[src/rtl/flip_sequencer.sv]
// flip_sequencer: fetches candidate occurrence rows, strobes them into the flip selector, commits the chosen flip
module flip_sequencer #(
  parameter int NSAT = 3,
  parameter int MAX_CLAUSES_PER_VARIABLE = 20,
  parameter int NUM_VARS = 64,
  parameter int FLIP_CNT_BITS = 32,
  localparam int VB = $clog2(NUM_VARS),
  localparam int MC = MAX_CLAUSES_PER_VARIABLE
) (
  input  logic                     clk_i,
  input  logic                     rst_ni,
  input  logic [NSAT*VB-1:0]       cand_vars_i,
  input  logic [NSAT-1:0]          cand_valid_i,
  input  logic                     cand_req_i,
  output logic                     cand_ack_o,
  output logic                     row_req_o,
  output logic [VB-1:0]            row_addr_o,
  input  logic                     row_valid_i,
  input  logic [MC-1:0]            row_broken_i,
  input  logic [MC-1:0]            row_mask_i,
  output logic [MC-1:0]            clause_broken_o,
  output logic [MC-1:0]            mask_bits_o,
  output logic [NSAT-1:0]          break_values_valid_o,
  output logic [1:0]               wr_en_o,
  input  logic [1:0]               selected_i,
  input  logic [MC-1:0]            clause_valid_bits_i,
  output logic                     flip_valid_o,
  input  logic                     flip_ready_i,
  output logic [VB-1:0]            flip_var_o,
  output logic [MC-1:0]            flip_clauses_o,
  output logic [NUM_VARS-1:0]      assignment_o,
  output logic [FLIP_CNT_BITS-1:0] flip_count_o,
  output logic                     done_o,
  output logic                     none_o
);
  typedef enum logic [2:0] {IDLE, FETCH, APPLY, SETTLE, COMMIT, DONE} state_t;
  state_t state;
  logic [1:0] n;
  logic [VB-1:0] vars [NSAT];
  logic [NSAT-1:0] vld;
  always_ff @(posedge clk_i or negedge rst_ni) begin
    if (!rst_ni) begin
      state <= IDLE;
      n <= '0;
      vld <= '0;
      for (int i = 0; i < NSAT; i++) vars[i] <= '0;
      cand_ack_o <= 1'b0;
      row_req_o <= 1'b0;
      row_addr_o <= '0;
      clause_broken_o <= '0;
      mask_bits_o <= '0;
      break_values_valid_o <= '0;
      wr_en_o <= '0;
      flip_valid_o <= 1'b0;
      flip_var_o <= '0;
      flip_clauses_o <= '0;
      assignment_o <= '0;
      flip_count_o <= '0;
      done_o <= 1'b0;
      none_o <= 1'b0;
    end else begin
      cand_ack_o <= 1'b0;
      case (state)
        IDLE: if (cand_req_i) begin
          for (int i = 0; i < NSAT; i++) vars[i] <= cand_vars_i[i*VB +: VB];
          vld <= cand_valid_i;
          cand_ack_o <= 1'b1;
          n <= '0;
          row_req_o <= cand_valid_i[0];
          row_addr_o <= cand_vars_i[VB-1:0];
          state <= FETCH;
        end
        // an invalid slot skips the memory and presents an empty row
        FETCH: if (!vld[n] || row_valid_i) begin
          row_req_o <= 1'b0;
          clause_broken_o <= vld[n] ? row_broken_i : '0;
          mask_bits_o <= vld[n] ? row_mask_i : '0;
          wr_en_o <= n + 2'd1;
          break_values_valid_o <= vld;
          state <= APPLY;
        end
        APPLY: begin
          wr_en_o <= '0;
          if (n == 2'd2) state <= SETTLE;
          else begin
            n <= n + 2'd1;
            row_req_o <= vld[n + 2'd1];
            row_addr_o <= vars[n + 2'd1];
            state <= FETCH;
          end
        end
        SETTLE: if (selected_i == 2'd3 || !vld[selected_i]) begin
          done_o <= 1'b1;
          none_o <= 1'b1;
          state <= DONE;
        end else begin
          flip_valid_o <= 1'b1;
          flip_var_o <= vars[selected_i];
          flip_clauses_o <= clause_valid_bits_i;
          state <= COMMIT;
        end
        COMMIT: if (flip_ready_i) begin
          assignment_o[flip_var_o] <= ~assignment_o[flip_var_o];
          flip_count_o <= flip_count_o + 1'b1;
          flip_valid_o <= 1'b0;
          done_o <= 1'b1;
          state <= DONE;
        end
        DONE: begin
          done_o <= 1'b0;
          none_o <= 1'b0;
          state <= IDLE;
        end
        default: state <= IDLE;
      endcase
    end
  end
endmodule

[config.mk]
export PLATFORM = sky130hd
export DESIGN_NAME = flip_sequencer
export DESIGN_NICKNAME = d
export VERILOG_FILES = /design/src/rtl/flip_sequencer.sv
export SDC_FILE = /design/constraint.sdc
export NUM_CORES = 1
export LEC_CHECK = 0
export ABC_AREA = 0
export CORE_MARGIN = 1
export CORE_UTILIZATION = 43
export DETAILED_ROUTE_END_ITERATION = 7
export MAX_ROUTING_LAYER = met4
export PLACE_DENSITY = 0.76
export SLEW_MARGIN = 30
export SYNTH_ARGS = -nofsm -noshare
export SYNTH_HDL_FRONTEND = slang
export SYNTH_SLANG_ARGS = --single-unit
[constraint.sdc]
create_clock -name clk_i -period 2.38 [get_ports clk_i]
set_input_delay 0.476 -clock clk_i [delete_from_list [all_inputs] [get_ports clk_i]]
set_output_delay 0.476 -clock clk_i [all_outputs]
set_load 0.05 [all_outputs]
==> impl_metrics.tcl <==
set metrics [dict create \
    crit_required_ns 1.90 \
    yosys-top-cells-area "dfrtp_1 (55%), mux2_2 (10%), nand2_1 (5.4%)" \
    fp.dieH_um 149 \
    ys.flop_type "dfrtp_1" \
    worst_hold_slack_ns 0.477 \
    slew-limit-headroom_pct 57.9 \
    drt_iter0_drc 422 \
    end_kind "output pin" \
    period_minus_slack_ns 2.27 \
    slowest_stage "clkdlybuf4s50_1" \
    p_total_w 0.0165 \
    ys_types 57 \
    synth_edf_count 0 \
    critical_path_buf_inv_count 1 \
    drive_gt1_share_pct 17.1 \
    dp_hpwl_mm 18.2 \
    multi_input_area_um2 3980 \
    vias 7520 \
    dr.pass1.iters 5 \
    syn_inst 838 \
    numCtsBuffers 23 \
    finalSetupViolations 0 \
    synth_top_area_share_pct 54.7 \
    cts_root_buf "clkbuf_16" \
    clock_latency_ns 0.51 \
    nFillCells 1673 \
    ys_ff_latch 204 \
    grt_pass1_wl_mm 40.4 \
    core_um2 21200 \
    first_global_vias 7377 \
    rsz0062_at_grt "false" \
    htree_levels 1 \
    yosys_warnings 0 \
    synth_area_leader_cell "dfrtp_1" \
    arrival_ns 1.79 \
    rows 53 \
    fin_setup_tns_ns 0 \
    fp.dieArea_um2 22300 \
    max_freq_ghz 0.441 \
    drc 0 \
    maxSlewViolCount 0 \
    peakVddDrop_mv 1.10 \
    cp_cell_sequence "clkdlybuf4s50_1" \
    antenna_found_initial 0 \
    worst_slew_pin_slew_ns 0.614 \
    hold_class "flop to flop" \
    io_buffers 265 \
    critPathMaxStageDelay_ns 0.84 \
    syn_avg_cell_area_um2 11.1 \
    finalWirelength_mm 25.5 \
    die-width_um 149 \
    io_pins 266 \
    period_share_pct 95.3 \
    run_status "complete, no violations" \
    fin_skew_ns 0.0217 \
    layout.nets 1210 \
    regArea_um2 5110 \
    critical_path_class "flop to output pin" \
    via_per_inst 5.33 \
    p_leak_nw 5.86 \
    final_cells 1411 \
    syn_nets 928 \
    reg2reg_slack_ns 0.32 \
    clk_pin_slew_ns 0.06 \
    syn_area_um2 9340 \
    grt.total_usage_pct 23.6 \
    cts.sinks 204 \
    async_flop_share_pct 100 \
    yosysSeqAreaShare_pct 54.7 \
    critPathMaxFanout 6 \
    start_kind "flop" \
    grt_start_max_net_pins 70 \
    place_inst 1369 \
    synth_commonest_cells "dfrtp_1 (204), nand2_1 (135), mux2_2 (86), a21oi_1 (55), o21ai_0 (51)" \
    crit_family "buffers and inverters" \
    drv_cap 0 \
    hold_viol 0 \
    diodes 0 \
    clock_path_buffers 3 \
    final_antenna_net_count 0 \
    cts_tree "yes" \
    gp_congestion 0.853 \
    powerDensity_nw_per_um2 1230 \
    initial_core_util_pct 44.1 \
    wl_per_cell_um 18.1 \
    grt-ovfl-total 0 \
    yosysMostFrequentCell "dfrtp_1" \
    area_delta_synth_final_pct 43.7 \
]
-- final timing paths --
kind / start / to / cells after the start
min reg2reg: clause_broken_o[10] / clause_broken_o[10] / 2
min: clause_broken_o[10] / clause_broken_o[10] / 2
max reg2reg: flip_var_o[1] / assignment_o[43] / 4
max: flip_count_o[10] / flip_count_o[10] / 1
max in group asynchronous: rst_ni / clause_broken_o[1] / 3
min in group asynchronous: rst_ni / vars[13] / 2
-- sequential cells by signal, indices dropped and copies added, names as in the netlist, 6 cells and up --
signal / flops
flip_clauses_o: 20
assignment_o: 64
clause_broken_o: 20
flip_var_o: 6
mask_bits_o: 20
vars: 18
row_addr_o: 6
flip_count_o: 32
-- stage by stage --
stage | instance area [um^2] | util (%) | worst slack [ns]
CTS | 13400 | 63.4 | 0.0164
finish | 13400 | 63.4 | 0.112
floorplan | 9340 | - | 0.0974
detailed placement | 12500 | 59.3 | 0.0583
global route | 13400 | 63.4 | 0.0257
global placement | 12500 | 59.3 | 0.0877
-- cells in the final DEF, fill, tap and decap left out, types with 3 or more instances in the layout --
cell type,instances
and4_1,8
a221oi_1,6
nor2b_1,5
o31ai_1,8
nand3_1,17
and3_1,7
xor2_1,6
dfrtp_1,203
mux2_1,3
a22oi_1,5
o21ai_0,51
mux2_2,86
clkinv_2,3
inv_1,12
a31oi_1,5
nand4_1,10
nand2b_1,5
or3_1,4
nand2_1,135
nor3_1,4
nand3b_1,4
buf_4,36
buf_12,8
clkbuf_16,23
o221ai_1,3
clkdlybuf4s50_1,258
a2bb2oi_1,3
xnor2_1,25
clkbuf_8,7
mux4_2,7
nor2_1,35
and2_1,5
a21oi_1,55
mux2i_1,29
bufinv_16,6
nor3_2,6
nor3b_1,5
-- report_power, final --
part | switching, W | total [W] | internal [W]
clock | 0.00142 | 0.00403 | 0.00261
sequential | 0.000689 | 0.00504 | 0.00435
combinational | 0.00473 | 0.00748 | 0.00275
-- routing by layer --
layer  wire length, um  track usage, %  up-vias
li1                  -               -     3520
met1             11000            31.6     3714
met2             12400            36.5      230
met3              1380            3.76       56
met4               733            8.32        0
met5                 0               -        -
-- cells by family (layout without fill, tap and decap cells) --
| group | count (synthesis) | after routing | synth area share (%) |
|---|---|---|---|
| xor+xnor | 31 | 31 | 2.91 |
| flops | 204 | 204 | 54.7 |
| fa+ha+maj | 2 | 2 | 0.268 |
| mux | 127 | 127 | 16.1 |
| compound gates | 148 | 148 | 9.42 |
| buf+inv | 63 | 361 | 2.95 |
| simple gates | 263 | 263 | 13.7 |
-- cell type report --
| type | count | share of cell area [%] |
|---|---|---|
| Sequential cell | 204 | 38.1 |
| Multi-Input combinational cell | 571 | 29.7 |
| Clock buffer | 31 | 4.96 |
| Tap cell | 275 | 2.56 |
| Timing Repair Buffer | 307 | 22.9 |
| Clock inverter | 10 | 1.54 |
| Inverter | 13 | 0.364 |
-- what timing repair did --
item,4_1_cts,5_1_grt
setup buffers,0,0
endpoints found under the hold margin,49,0
setup endpoints to repair,2,19
resized for setup,2,2
hold buffers,1,0
pin swaps,0,0
(Power assumes the default switching activity.)
